File: config.mk
export PLATFORM = sky130hd
export DESIGN_NAME = jts16b_ramrsp
export DESIGN_NICKNAME = d
export VERILOG_FILES = /design/src/rtl/jts16b_ramrsp.sv
export SDC_FILE = /design/constraint.sdc
export NUM_CORES = 1
export LEC_CHECK = 0
export BUFFER_PORTS_ARGS = -buffer_cell sky130_fd_sc_hd__buf_2
export CORE_MARGIN = 5
export CORE_UTILIZATION = 53
export CTS_CLUSTER_DIAMETER = 80
export DETAILED_ROUTE_END_ITERATION = 8
export GPL_TIMING_DRIVEN = 1
export PLACE_DENSITY = 0.8
export SETUP_SLACK_MARGIN = 0.1
export SLEW_MARGIN = 25
export SYNTH_ARGS = -nofsm -noshare
export SYNTH_HDL_FRONTEND = slang
export SYNTH_SLANG_ARGS = --single-unit
File: constraint.sdc
create_clock -name clk -period 2.6 [get_ports clk]
set_clock_uncertainty 0.15 [all_clocks]
set_input_delay 0.13 -clock clk [delete_from_list [all_inputs] [get_ports clk]]
set_output_delay 0.13 -clock clk [all_outputs]
set_load 0.02 [all_outputs]
File: src/rtl/jts16b_ramrsp.sv
// CPU-side responder for work/video RAM: turns each cs rising edge into one SDRAM
// transaction and returns dout/ok; a one-word read cache short-circuits repeated reads.
module jts16b_ramrsp #(
  parameter int AW       = 17,
  parameter int OFFSET   = 0,
  parameter bit CACHE_EN = 1'b1
) (
  input  logic          clk,
  input  logic          rstn,
  input  logic          cs,
  input  logic [AW-1:0] addr,
  input  logic          rnw,
  input  logic [1:0]    dsn,
  input  logic [15:0]   din,
  output logic [15:0]   dout,
  output logic          ok,
  output logic          sdram_req,
  input  logic          sdram_ack,
  output logic [AW-1:0] sdram_addr,
  output logic          sdram_we,
  output logic [15:0]   sdram_din,
  output logic [1:0]    sdram_wrmask,
  input  logic          sdram_dst,
  input  logic [15:0]   sdram_data,
  input  logic          sdram_rdy
);

  // Handshake: sdram_req is a level held from request start until the cycle
  // sdram_ack is sampled high; sdram_* payload is stable for that whole time.
  // sdram_dst and sdram_rdy are single-cycle pulses after the ack.
  typedef enum logic [1:0] {IDLE, REQ, WAIT, DONE} state_t;

  localparam logic [AW-1:0] OFFSET_W = AW'(OFFSET);

  state_t        state_q, state_d;
  logic          cs_l_q, cs_l_d;
  logic          pending_q, pending_d;
  logic [15:0]   dout_q, dout_d;
  logic          ok_q, ok_d;
  logic          req_q, req_d;
  logic          we_q, we_d;
  logic [AW-1:0] saddr_q, saddr_d;
  logic [15:0]   sdin_q, sdin_d;
  logic [1:0]    wrmask_q, wrmask_d;
  logic [AW-1:0] laddr_q, laddr_d;
  logic [AW-1:0] tag_q, tag_d;
  logic [15:0]   cache_q, cache_d;
  logic          valid_q, valid_d;

  logic rise;
  logic hit;
  logic txn_end;

  always_comb begin
    state_d   = state_q;
    cs_l_d    = cs;
    dout_d    = dout_q;
    ok_d      = ok_q;
    req_d     = req_q;
    we_d      = we_q;
    saddr_d   = saddr_q;
    sdin_d    = sdin_q;
    wrmask_d  = wrmask_q;
    laddr_d   = laddr_q;
    tag_d     = tag_q;
    cache_d   = cache_q;
    valid_d   = valid_q;

    rise      = cs & ~cs_l_q;
    pending_d = cs ? (pending_q | rise) : 1'b0;
    hit       = CACHE_EN && valid_q && (tag_q == addr);
    // An ack arriving together with rdy is handled as if WAIT had been entered.
    txn_end   = (state_q == WAIT) || ((state_q == REQ) && sdram_ack);

    case (state_q)
      IDLE: begin
        if (cs && (pending_q || rise)) begin
          pending_d = 1'b0;
          if (rnw && hit) begin
            dout_d  = cache_q;
            ok_d    = 1'b1;
            state_d = DONE;
          end else if (!rnw && dsn == 2'b11) begin
            ok_d    = 1'b1;
            state_d = DONE;
          end else begin
            saddr_d  = addr + OFFSET_W;
            sdin_d   = din;
            wrmask_d = rnw ? 2'b11 : dsn;
            we_d     = ~rnw;
            laddr_d  = addr;
            req_d    = 1'b1;
            state_d  = REQ;
          end
        end
      end
      REQ: begin
        if (sdram_ack) begin
          req_d   = 1'b0;
          state_d = WAIT;
        end
      end
      WAIT: ;
      DONE: begin
        if (!cs) begin
          ok_d    = 1'b0;
          state_d = IDLE;
        end
      end
      default: state_d = IDLE;
    endcase

    if (txn_end) begin
      if (!we_q && sdram_dst) begin
        dout_d = sdram_data;
        if (CACHE_EN) begin
          cache_d = sdram_data;
          tag_d   = laddr_q;
          valid_d = 1'b1;
        end
      end
      if (sdram_rdy) begin
        // Writes keep the cached word coherent, even when cs was dropped early.
        if (we_q && CACHE_EN && tag_q == laddr_q) begin
          cache_d[15:8] = wrmask_q[1] ? cache_q[15:8] : sdin_q[15:8];
          cache_d[7:0]  = wrmask_q[0] ? cache_q[7:0]  : sdin_q[7:0];
        end
        if (cs) begin
          ok_d    = 1'b1;
          state_d = DONE;
        end else begin
          ok_d    = 1'b0;
          state_d = IDLE;
        end
      end
    end
  end

  always_ff @(posedge clk or negedge rstn) begin
    if (!rstn) begin
      state_q   <= IDLE;
      cs_l_q    <= 1'b0;
      pending_q <= 1'b0;
      dout_q    <= '0;
      ok_q      <= 1'b0;
      req_q     <= 1'b0;
      we_q      <= 1'b0;
      saddr_q   <= '0;
      sdin_q    <= '0;
      wrmask_q  <= 2'b11;
      laddr_q   <= '0;
      tag_q     <= '0;
      cache_q   <= '0;
      valid_q   <= 1'b0;
    end else begin
      state_q   <= state_d;
      cs_l_q    <= cs_l_d;
      pending_q <= pending_d;
      dout_q    <= dout_d;
      ok_q      <= ok_d;
      req_q     <= req_d;
      we_q      <= we_d;
      saddr_q   <= saddr_d;
      sdin_q    <= sdin_d;
      wrmask_q  <= wrmask_d;
      laddr_q   <= laddr_d;
      tag_q     <= tag_d;
      cache_q   <= cache_d;
      valid_q   <= valid_d;
    end
  end

  assign dout         = dout_q;
  assign ok           = ok_q;
  assign sdram_req    = req_q;
  assign sdram_we     = we_q;
  assign sdram_addr   = saddr_q;
  assign sdram_din    = sdin_q;
  assign sdram_wrmask = wrmask_q;

endmodule

# Word level (Yosys, flattened, before mapping)
# Index checks and enable logic that the tools add are counted.
# op_classes
n_eq_ne,12
mux,36
bitwise_logic,6
reduce_logical,18
# ops
cell,count
2-to-1 mux 16 bit,8
== test 17 bit,2
2-to-1 mux 2 bit,9
2-to-1 mux 8 bit,2
2-to-1 mux 1 bit,14
!= test 2 bit (second input constant),4
logical AND 1 bit,7
== test 2 bit (second input constant),3
!= test 3 bit (second input constant),2
one-hot mux 2 bit (3 select lines),1
AND reduction 2 bit,3
AND reduction 5 bit,1
NOT 1 bit,4
one-hot mux 1 bit (2 select lines),2
AND reduction 4 bit,1
== test 2 x 1 -> 1 bit (second input constant),1
zero test 1 bit,2
zero test 2 bit,1
logical OR 1 bit,2
nonzero test 2 bit,1
bitwise AND 1 bit,1
bitwise OR 1 bit,1
# totals
output_inout_bits,54
reg_bits,92
word_cells,86
in_bits,58

# Longest topological paths before layout
# Gate-level depths: netlist (run 1).
# logic_depth
ltp_word,8
depth_mapped,9
ltp_nobuf,8

# Worst setup path before layout (run 1)
# No wires, ideal clock.
# synth_path
kind,register to register
start,reg state_q[1]
end,"reg dout_q[10], in the netlist dout[10]"
required_time_ns,2.313
arrival_time_ns,1.962
setup_time_ns,0.137
period_less_slack_ns,2.249
stages_incl_launch_ff,10
path_buffers,2
path_slack_ns,0.351
path_cell_list,dfrtp_1 -> inv_1 -> ha_1 -> inv_1 -> or2_1 -> buf_2 -> nor3_4 -> buf_6 -> mux2i_1 -> a21oi_1
# synth_between
elab_chain_cells,4
word_cells_on_any_way,8
classes_between,eq/ne: 2; mux: 3; reduce/logical: 3
# synth_lines
item,line,text
"start, declared",35,"state_t state_q, state_d;"
"start signal, assigned",156,state_q <= state_d;
zero test 2 bit / == test 2 x 1 -> 1 bit (equally long branches),"75, 73",
2-to-1 mux 16 bit / logical AND 1 bit (equally long branches),"75, 73",
2-to-1 mux 16 bit / logical OR 1 bit (equally long branches),"114, 73",
2-to-1 mux 16 bit *,113,if (txn_end) begin
via dout_d[10],38,"logic [15:0] dout_q, dout_d;"
"end signal, assigned",159,dout_q <= dout_d;
"end, declared",38,
# The timed path passes the listed nets; every way through them passes the cells marked *.
# A chain may end at the register's enable or synchronous reset.

# Worst setup path in the final report (run 1)
# layout_path
start,in addr[10]
end,"reg sdin_q[14], in the netlist sdram_din[14]"
# layout_between
elab_chain_cells,5
# layout_lines
item,line,text
"start, declared",11,"input logic [AW-1:0] addr,"
== test 17 bit,71,hit = CACHE_EN && valid_q && (tag_q == addr);
logical AND 1 bit,71,
logical AND 1 bit,79,if (rnw && hit) begin
NOT 1 bit (no source line),-,
AND reduction 4 bit (no source line),-,
"end signal, assigned",164,sdin_q <= sdin_d;
"end, declared",43,"logic [15:0] sdin_q, sdin_d;"
# No other way between the ends.

==> metrics.txt, run 1 <==
combinational fraction of design power 0.438; post-route setup TNS 0 ns; fin crit share 0.902; asr flop ratio synth 1.00; sequential area share after synthesis 0.539; r2r worst-path depth 9; syn_nets 400; ranking of synthesized cells by area dfrtp_1 (53%), mux2_2 (9.2%), mux2_1 (3.9%), mux2i_1 (3.7%), xnor2_1 (3.7%); # fillers 551; Sw Pwr 2.59 mW; post-synth top area cell dfrtp_1; PortBufs 111; critical path fanouts, max 17; WHS Endpoint state_q[1]; P_int 3.83 mW; fmax 426 MHz; die width 99.8 um; nets 575; Initial Util 0.548; via density per instance 5.28; Area Overhead vs Synth 34.1%; part of the power in registers 0.427; first-pass GRT wire length 17.3 mm; Final Max Tran Viols 0; antenna violations before repair 0; clock sink count 92; Sw Ratio 0.404; Worst Hold Class in -> reg; critical setup path kind in -> reg; clk_lat worst skew 0.35 ns; Setup Viol. Count Final 0; GR Util met1 0.286; vias in the first global route 3525; top-count cell post-synth dfrtp_1; status completed; Final GP Congestion 0.808; total grt overflow 0; main flop type after synthesis dfrtp_1; maxcap violations 0; Critical Path AT 2.43 ns; PD cells 1120 mW/mm^2; Hold Crit Depth 5; row cnt 32; post-route cell area 0.00574 sq mm; GR Layer Usage met3 0.0473; CP endpoint kind flip-flop; hold_sp sdram_rdy; Yosys warnings 0; Die Ht 99.8 um; top cell type's share of synthesized area 0.527; Worst path max stage delay 0.55 ns; DR WL/cell 16.9 um; Total GRT Usage 0.218; synth unique cells 43; number of CTS-inserted buffers 9; CTS max path bufs 2; Mapped Avg Cell Area 12.7 sq um; CP max-delay cell dlygate4sd3_1; Hold WS 0.0661 ns; drt drc 0; Die ar. 0.00997 sq mm; CTS tree built; worst rel slew slack 0.567; CTS H-tree depth 3; Post-Syn Area 0.00428 sq mm; Routed WL 10.5 mm; Post-DP HPWL 6.82 mm; Max VDD drop 0.000730 V; worst slew pin tran 0.648 ns; RSZ-0062 raised after global routing no; element type at the critical path start input pin; setup slack, reg-to-reg 0.30 ns; vias after detailed routing 3276; reg-to-reg endpoint cache_q[14]; Syn Inst Count 338; DR iter-0 viols 123; Hold Violations, Final 0; clk slew on worst S/H paths 0.09 ns; Post-synth EDFFs 0; synthesized flop and latch total 92; Synth top cells by count dfrtp_1 (90), mux2_2 (35), nor2_1 (22); Final ANT Viol Nets 0; reg2reg start state_q[0]; CTS root buffer clkbuf_8; drt pass-1 iters 4; share of layout cells above drive strength 1 0.363; Top Usage Layer GRT met2; fin crit period 2.35 ns; CP Data Required Time 2.68 ns; critical path, cell by cell dlygate4sd3_1, buf_2, xor2_1, nor4_2, nand4_2, o22ai_4, nor2_4, mux2_1; Top Ports 112; area of the core 0.00781 sq mm; Power Total 6.42 mW; M2 GR Usage 0.362; Inserted Diodes 0; DP Area 0.00497 sq mm; leakage 2.51 nW; largest net degree at the start of global routing 58; Clk pwr share 0.135
[kinds of logic (layout without fill, tap and decap cells)]
logic type	Yosys count	in the layout	synth area share
XOR/XNOR	34	34	0.0696
AND/OR/NAND/NOR	57	58	0.0772
AO/OA/AOI/OAI	68	68	0.111
multiplexers	66	66	0.169
adder cells (fa/ha/maj)	4	4	0.0117
buffers and inverters	17	196	0.0222
flip-flops	92	92	0.539
[worst max-delay path: cells and delay by family]
| kind | cells | cell delay (ns) |
|---|---|---|
| and+or+nand+nor | 3 | 0.75 |
| muxes | 1 | 0.36 |
| xor gates and xnor gates | 1 | 0.16 |
| buffers and inverters | 2 | 0.69 |
| AOI/OAI and AO/OA | 1 | 0.33 |
[power by group through the flow]
stage	Clock, mW	Combinational, mW	Sequential, mW
2_1_floorplan	0	1.39	3.17
3_3_place_gp	0	2.67	2.71
3_5_place_dp	0	2.75	2.76
4_1_cts	0.892	2.84	2.73
5_1_grt	0.959	3.06	2.84
6_report	0.866	2.81	2.74
[placed cells by master (no fill, tap or decap), drive strengths merged, types with 7 or more instances in the layout]
| cell | count |
|---|---|
| a21oi | 18 |
| buf | 121 |
| clkbuf | 9 |
| dfrtp | 90 |
| dlygate4sd3 | 55 |
| mux2 | 50 |
| mux2i | 16 |
| nand2 | 7 |
| nor2 | 24 |
| o21a | 16 |
| o21ai | 10 |
| o22a | 16 |
| xnor2 | 18 |
| xor2 | 16 |
[how the worst max path moves through the flow]
stage                    endpoint       start  cells after the start
floorplan                dout[10]  state_q[1]                      9
global placement       cache_q[1]  state_q[0]                      8
detailed placement     cache_q[3]  state_q[0]                      8
CTS                   cache_q[12]  state_q[0]                      8
global route           laddr_q[6]    addr[10]                      8
finish              sdram_din[14]    addr[10]                      8
[flip-flops by register name, indices dropped and copies added (netlist names)]
| name | flops |
|---|---|
| cs_l_q | 1 |
| dout | 16 |
| ok | 1 |
| state_q | 2 |
| tag_q | 17 |
| sdram_req | 1 |
| pending_q | 1 |
| sdram_we | 1 |
| sdram_wrmask | 2 |
| sdram_din | 16 |
| laddr_q | 17 |
| cache_q | 16 |
| valid_q | 1 |
[stage by stage]
step | std cells | worst slack [ns] | util
floorplan | 338 | 0.351 | -
global placement | 546 | 0.0919 | 0.637
detailed placement | 546 | -0.0248 | 0.637
CTS | 619 | 0.105 | 0.733
global route | 620 | 0.151 | 0.735
finish | 620 | 0.254 | 0.735
[repair_timing]
| item | CTS | global route |
|---|---|---|
| buffers inserted | 1 | 1 |
| resized for setup | 3 | 1 |
| pin swaps | 0 | 0 |
| setup endpoints to repair | 48 | 23 |
| cloned | 1 | 0 |
| hold buffers | 55 | 0 |
| hold endpoints to repair | 106 | 0 |
[cell type report]
| type | count | area, sq um | share of cell area |
|---|---|---|---|
| inverters | 4 | 15.0 | 0.00262 |
| clock inverters | 7 | 51.3 | 0.00894 |
| multi-input cells | 230 | 1910 | 0.332 |
| repair buffers | 176 | 1210 | 0.211 |
| well taps | 102 | 128 | 0.0222 |
| flip-flops and latches | 92 | 2300 | 0.402 |
| clock buffers | 9 | 124 | 0.0216 |
[metal layers]
layer | wire length (um) | share of wire | up-vias
li1 | - | - | 1564
met1 | 4580 | 0.44 | 1591
met2 | 5140 | 0.49 | 109
met3 | 627 | 0.060 | 12
met4 | 105 | 0.010 | 0
met5 | 0 | 0 | -
Power figures use the tool's default switching activity.
==> inputs of run 2 (changes only) <==
--- a/config.mk
+++ b/config.mk
@@ -6,12 +6,14 @@
 export NUM_CORES = 1
 export LEC_CHECK = 0
 export BUFFER_PORTS_ARGS = -buffer_cell sky130_fd_sc_hd__buf_2
+export CELL_PAD_IN_SITES_DETAIL_PLACEMENT = 0
+export CELL_PAD_IN_SITES_GLOBAL_PLACEMENT = 1
 export CORE_MARGIN = 5
-export CORE_UTILIZATION = 53
+export CORE_UTILIZATION = 42
 export CTS_CLUSTER_DIAMETER = 80
 export DETAILED_ROUTE_END_ITERATION = 8
 export GPL_TIMING_DRIVEN = 1
-export PLACE_DENSITY = 0.8
+export PLACE_DENSITY_LB_ADDON = 0.1
 export SETUP_SLACK_MARGIN = 0.1
 export SLEW_MARGIN = 25
 export SYNTH_ARGS = -nofsm -noshare
==> run 2 against run 1 <==
Register-to-register slack got worse by 0.03 ns; critical path type unchanged; routed wire length decreased by 4.9%; clock-buffer cell count increased by 1; fmax decreased by 0.11%; utilization decreased by 15 points; clock power increased by 1%; design area increased by 0.68%.
==> metrics.txt, run 2 (synthesized netlist as in run 1, its figures left out) <==
total setup buffers inserted after CTS 0; CP max-delay cell dlygate4sd3_1; # fillers 873; critical path fanouts, max 14; worst rel slew slack 0.614; critical setup path kind in -> reg; nets 573; most frequent cells in the layout buf_2 (110), dfrtp_1 (90), dlygate4sd3_1 (55); pre-CTS WS 0.196 ns; GR Util met1 0.227; die width 111 um; PD cells 1100 mW/mm^2; CP endpoint kind flip-flop; clk slew on worst S/H paths 0.09 ns; vias in the first global route 3437; GR Layer Usage met3 0.0426; fin crit period 2.35 ns; Routed WL 9.94 mm; Critical Path AT 2.43 ns; CTS max path bufs 2; via density per instance 4.95; Initial Util 0.434; Final Max Tran Viols 0; Worst path max stage delay 0.54 ns; Die ar. 0.0123 sq mm; total grt overflow 0; CTS root buffer clkbuf_8; status completed; post-route setup TNS 0 ns; maxcap violations 0; PortBufs 111; Setup Viol. Count Final 0; CP Data Required Time 2.68 ns; worst slew pin tran 0.579 ns; Area Overhead vs Synth 35.0%; critical path, cell by cell dlygate4sd3_1, buf_2, xor2_1, nor4_2, nand3_2, o22ai_4, nor2_4, buf_4, mux2_1; number of CTS-inserted buffers 9; r2r worst-path depth 7; Max VDD drop 0.000627 V; Top Usage Layer GRT met2; Final ANT Viol Nets 0; RSZ-0062 raised after global routing yes; Critical Path Sink sdram_din[1]; DP Area 0.00503 sq mm; row cnt 36; Hold Violations, Final 0; drt pass-1 iters 4; Worst Hold Class in -> reg; Post-DP HPWL 6.98 mm; most common cell after layout, fill and taps aside buf_2; first-pass GRT wire length 17.3 mm; clock sink count 92; M2 GR Usage 0.277; reg-to-reg endpoint sdram_din[1]; Largest regs laddr_q x17, tag_q x17; fin crit share 0.903; Top Ports 112; largest net degree at the start of global routing 49; Final WS setup 0.251 ns; Final GP Congestion 0.803; drt drc 0; setup slack, reg-to-reg 0.27 ns; Die Ht 111 um; fmax 426 MHz; CTS tree built; Worst Setup SP addr[3]; post-route cell area 0.00578 sq mm; vias after detailed routing 3212; Inserted Diodes 0; area of the core 0.00986 sq mm; antenna violations before repair 0; CTS H-tree depth 3; DR WL/cell 15.3 um; reg2reg start tag_q[1]; final core occ 0.585; leakage 2.51 nW; fin cells 649; DR iter-0 viols 118; Total GRT Usage 0.171; element type at the critical path start input pin; share of layout cells above drive strength 1 0.359; clk_lat worst skew 0.35 ns; dpl cells 578
-- run 2: repair_timing --
item,4_1_cts,5_1_grt
hold buffers,55,0
gates resized for setup,0,4
setup endpoints to repair,0,19
endpoints found under the hold margin,116,0
-- run 2: where the power goes --
| part | leakage, nW | internal (mW) | switching (mW) |
|---|---|---|---|
| combinational | 1.35 | 1.31 | 1.43 |
| clock | 0.0872 | 0.357 | 0.521 |
| sequential | 1.07 | 2.15 | 0.587 |
| total | 2.51 | 3.82 | 2.54 |
-- run 2: worst min path at each step --
stage | from | end | slack, ns | cells after the start
floorplan | rstn | cache_q[0] | -0.32 | 0
global placement | rstn | sdram_din[4] | 0.02 | 1
detailed placement | rstn | sdram_din[4] | 0.01 | 1
CTS | sdram_rdy | state_q[1] | 0.04 | 4
global route | sdram_rdy | state_q[0] | 0.08 | 4
finish | sdram_rdy | state_q[1] | 0.07 | 4
-- run 2: cell type report --
cell class / count / area (sq um) / area share
inverters: 4 / 15.0 / 0.00260
clock buffers: 10 / 128 / 0.0221
clock inverters: 6 / 47.5 / 0.00823
multi-input cells: 229 / 1900 / 0.328
well taps: 133 / 166 / 0.0288
flip-flops and latches: 92 / 2300 / 0.399
repair buffers: 175 / 1220 / 0.211
-- run 2: layer usage --
layer / share of wire / wire length, um / up-vias
met5: 0 / 0 / -
met4: 0.014 / 138 / 0
met3: 0.046 / 460 / 11
met2: 0.48 / 4750 / 75
met1: 0.46 / 4590 / 1559
li1: - / - / 1567
-- run 2: critical path, delay by kind of cell --
kind	cells	cell delay, ns
buffers and inverters	3	0.89
xor gates and xnor gates	1	0.17
and+or+nand+nor	3	0.62
AOI/OAI and AO/OA	1	0.31
muxes	1	0.32
-- run 2: metrics by stage --
step | total power, mW | hold slack (ns)
floorplan | 4.56 | -0.316
global placement | 5.42 | 0.0234
detailed placement | 5.48 | 0.0123
CTS | 6.44 | 0.0366
global route | 6.84 | 0.0836
finish | 6.36 | 0.0723
==> inputs of run 3 (changes only) <==
--- a/config.mk
+++ b/config.mk
@@ -5,11 +5,12 @@
 export SDC_FILE = /design/constraint.sdc
 export NUM_CORES = 1
 export LEC_CHECK = 0
+export ABC_AREA = 1
 export BUFFER_PORTS_ARGS = -buffer_cell sky130_fd_sc_hd__buf_2
 export CELL_PAD_IN_SITES_DETAIL_PLACEMENT = 0
 export CELL_PAD_IN_SITES_GLOBAL_PLACEMENT = 1
 export CORE_MARGIN = 5
-export CORE_UTILIZATION = 42
+export CORE_UTILIZATION = 39
 export CTS_CLUSTER_DIAMETER = 80
 export DETAILED_ROUTE_END_ITERATION = 8
 export GPL_TIMING_DRIVEN = 1
==> run 3 against run 2 <==
Critical path depth rose by 5; via count grew 40%; clock power up 77%; critical path type unchanged; largest cell class unchanged; highest routed layer unchanged.
==> metrics.txt, run 3 <==
status completed; CP max-delay cell dlygate4sd3_1; total grt overflow 0; # fillers 1178; Die ar. 0.0144 sq mm; most common cell after layout, fill and taps aside nand2_1; top-count cell post-synth nand2_1; Max VDD drop 0.000572 V; clk slew on worst S/H paths 0.06 ns; critical setup path kind in -> reg; PD cells 1130 mW/mm^2; leakage 3.37 nW; reg2reg start state_q[1]; ranking of synthesized cells by area dfrtp_1 (48%), nand2_1 (20%), o21ai_0 (8.6%), inv_1 (5.2%), nor2_1 (3.1%); synthesized flop and latch total 92; Syn Inst Count 634; dpl cells 880; post-route setup TNS 0 ns; most frequent cells in the layout nand2_1 (255), buf_2 (110), dfrtp_1 (90); row cnt 40; Die Ht 120 um; vias in the first global route 4486; critical path fanouts, max 6; worst slew pin tran 0.729 ns; main flop type after synthesis dfrtp_1; syn_nets 696; fin cells 956; nets 866; maxcap violations 0; clk_lat worst skew 0.34 ns; Mapped Avg Cell Area 7.44 sq um; Setup Viol. Count Final 0; GR Layer Usage met3 0.0415; Inserted Diodes 0; Top Usage Layer GRT met2; element type at the critical path start input pin; Post-Syn Area 0.00472 sq mm; Synth top cells by count nand2_1 (255), dfrtp_1 (90), o21ai_0 (81); Hold Violations, Final 0; CP Data Required Time 2.73 ns; via density per instance 4.70; Top Ports 112; worst rel slew slack 0.514; Yosys warnings 0; Area Overhead vs Synth 34.8%; Post-synth EDFFs 0; share of layout cells above drive strength 1 0.199; PortBufs 111; CTS max path bufs 2; critical path, cell by cell dlygate4sd3_1, buf_2, inv_1, nand2_1, nand2_1, nor2_1, nand2_1, nor2_1, nand3_4, nand2_4, nor2_4, o21ai_0, dlygate4sd3_1, nand2_1; setup slack, reg-to-reg 0.42 ns; DR WL/cell 14.2 um; Largest regs laddr_q x17, tag_q x17; CTS tree built; Routed WL 13.6 mm; Critical Path AT 2.32 ns; Final Max Tran Viols 0; Worst Hold Class in -> async; drt drc 0; DR iter-0 viols 251; Total GRT Usage 0.196; die width 120 um; antenna violations before repair 0; cts repair resizes 0; worst path bufs/invs 4; fin crit share 0.843; synth unique cells 32; Final ANT Viol Nets 0; Post-DP HPWL 9.34 mm; vias after detailed routing 4490; area of the core 0.0120 sq mm; first-pass GRT wire length 22.4 mm; Final GP Congestion 0.816; kind of cell adding the most delay to the critical path buffers and inverters; clock sink count 92; post-synth top area cell dfrtp_1; M2 GR Usage 0.325; r2r worst-path depth 9; RSZ-0062 raised after global routing no; CP endpoint kind flip-flop; reg-to-reg endpoint sdram_wrmask[1]; number of CTS-inserted buffers 9; CTS root buffer clkbuf_16; top cell type's share of synthesized area 0.477; asr flop ratio synth 1.00; CTS H-tree depth 3; Worst path max stage delay 0.57 ns; GR Util met1 0.263; largest net degree at the start of global routing 54; Initial Util 0.395; fmax 456 MHz; fin crit period 2.19 ns; sequential area share after synthesis 0.488; drt pass-1 iters 4; cell mode on critical path nand2_1
run 3: cell types whose count changed in the layout (fill, tap and decap cells not counted), sizes merged, moves of 16 or more:
cell / previous run / this run
o21ai: 10 / 110
nor2: 23 / 44
nand2: 7 / 258
xnor2: 18 / 2
o21a: 16 / 0
mux2i: 16 / 0
mux2: 50 / 0
o22a: 16 / 0
inv: 6 / 70
run 3: cell type report:
cell class / instances / area, sq um / share of cell area
clock buffers: 12 / 256 / 0.0403
inverters: 71 / 269 / 0.0423
well taps: 147 / 184 / 0.0289
flip-flops and latches: 92 / 2300 / 0.362
repair buffers: 179 / 1220 / 0.192
clock inverters: 4 / 95.1 / 0.0149
multi-input cells: 451 / 2030 / 0.319
run 3: repair_timing:
action,in CTS,in global routing
buffers inserted,0,3
hold buffers,57,0
endpoints found under the setup margin,0,1
hold endpoints to repair,110,0
run 3: worst max-delay path by stage:
stage                start               to  slack (ns)  depth (start not counted)
6_report           addr[5]  sdram_wrmask[1]        0.41                         14
5_1_grt        laddr_q[11]       cache_q[2]        0.16                          9
4_1_cts         state_q[1]  sdram_wrmask[1]        0.28                          9
3_5_place_dp   laddr_q[11]       cache_q[2]        0.44                         10
3_3_place_gp    state_q[1]          dout[2]        0.46                          7
2_1_floorplan   state_q[1]      laddr_q[15]        0.83                         10
run 3: metal layers:
metal  up-vias  wire length (um)
met5         -                 0
met4         0               150
met3        11               595
met2       100              6330
met1      2068              6480
li1       2311                 -
run 3: power by group:
group          internal [mW]  total [mW]  switching, mW
clock                  0.992        1.55          0.563
sequential              2.08        2.57          0.485
combinational           1.07        3.06           1.98
run 3: cells by family after synthesis:
logic type                 synth area share
and+or+nand+nor                       0.280
AOI/OAI and AO/OA                     0.125
DFF                                   0.488
buffers and inverters                0.0830
xor gates and xnor gates             0.0130
adders and majority gates            0.0106
run 3: per-stage QoR:
stage	power, mW	cell area (sq um)	utilization	setup WS, ns	hold slack [ns]
2_1_floorplan	4.55	4720	-	0.835	-0.316
3_5_place_dp	5.60	5420	0.453	0.435	0.0889
4_1_cts	7.25	6340	0.530	0.284	0.257
6_report	7.18	6360	0.532	0.409	0.236
3_3_place_gp	5.57	5420	0.453	0.464	0.0916
5_1_grt	7.80	6360	0.532	0.156	0.298
run 3: worst reg2reg max path, cell delays in order, from the launching register on:
cell	delay, ns
dfrtp_1	0.40
inv_1	0.13
ha_1	0.23
inv_1	0.10
nor2_1	0.11
inv_1	0.14
nor2_4	0.16
o21ai_0	0.09
dlygate4sd3_1	0.57
nand2_1	0.06
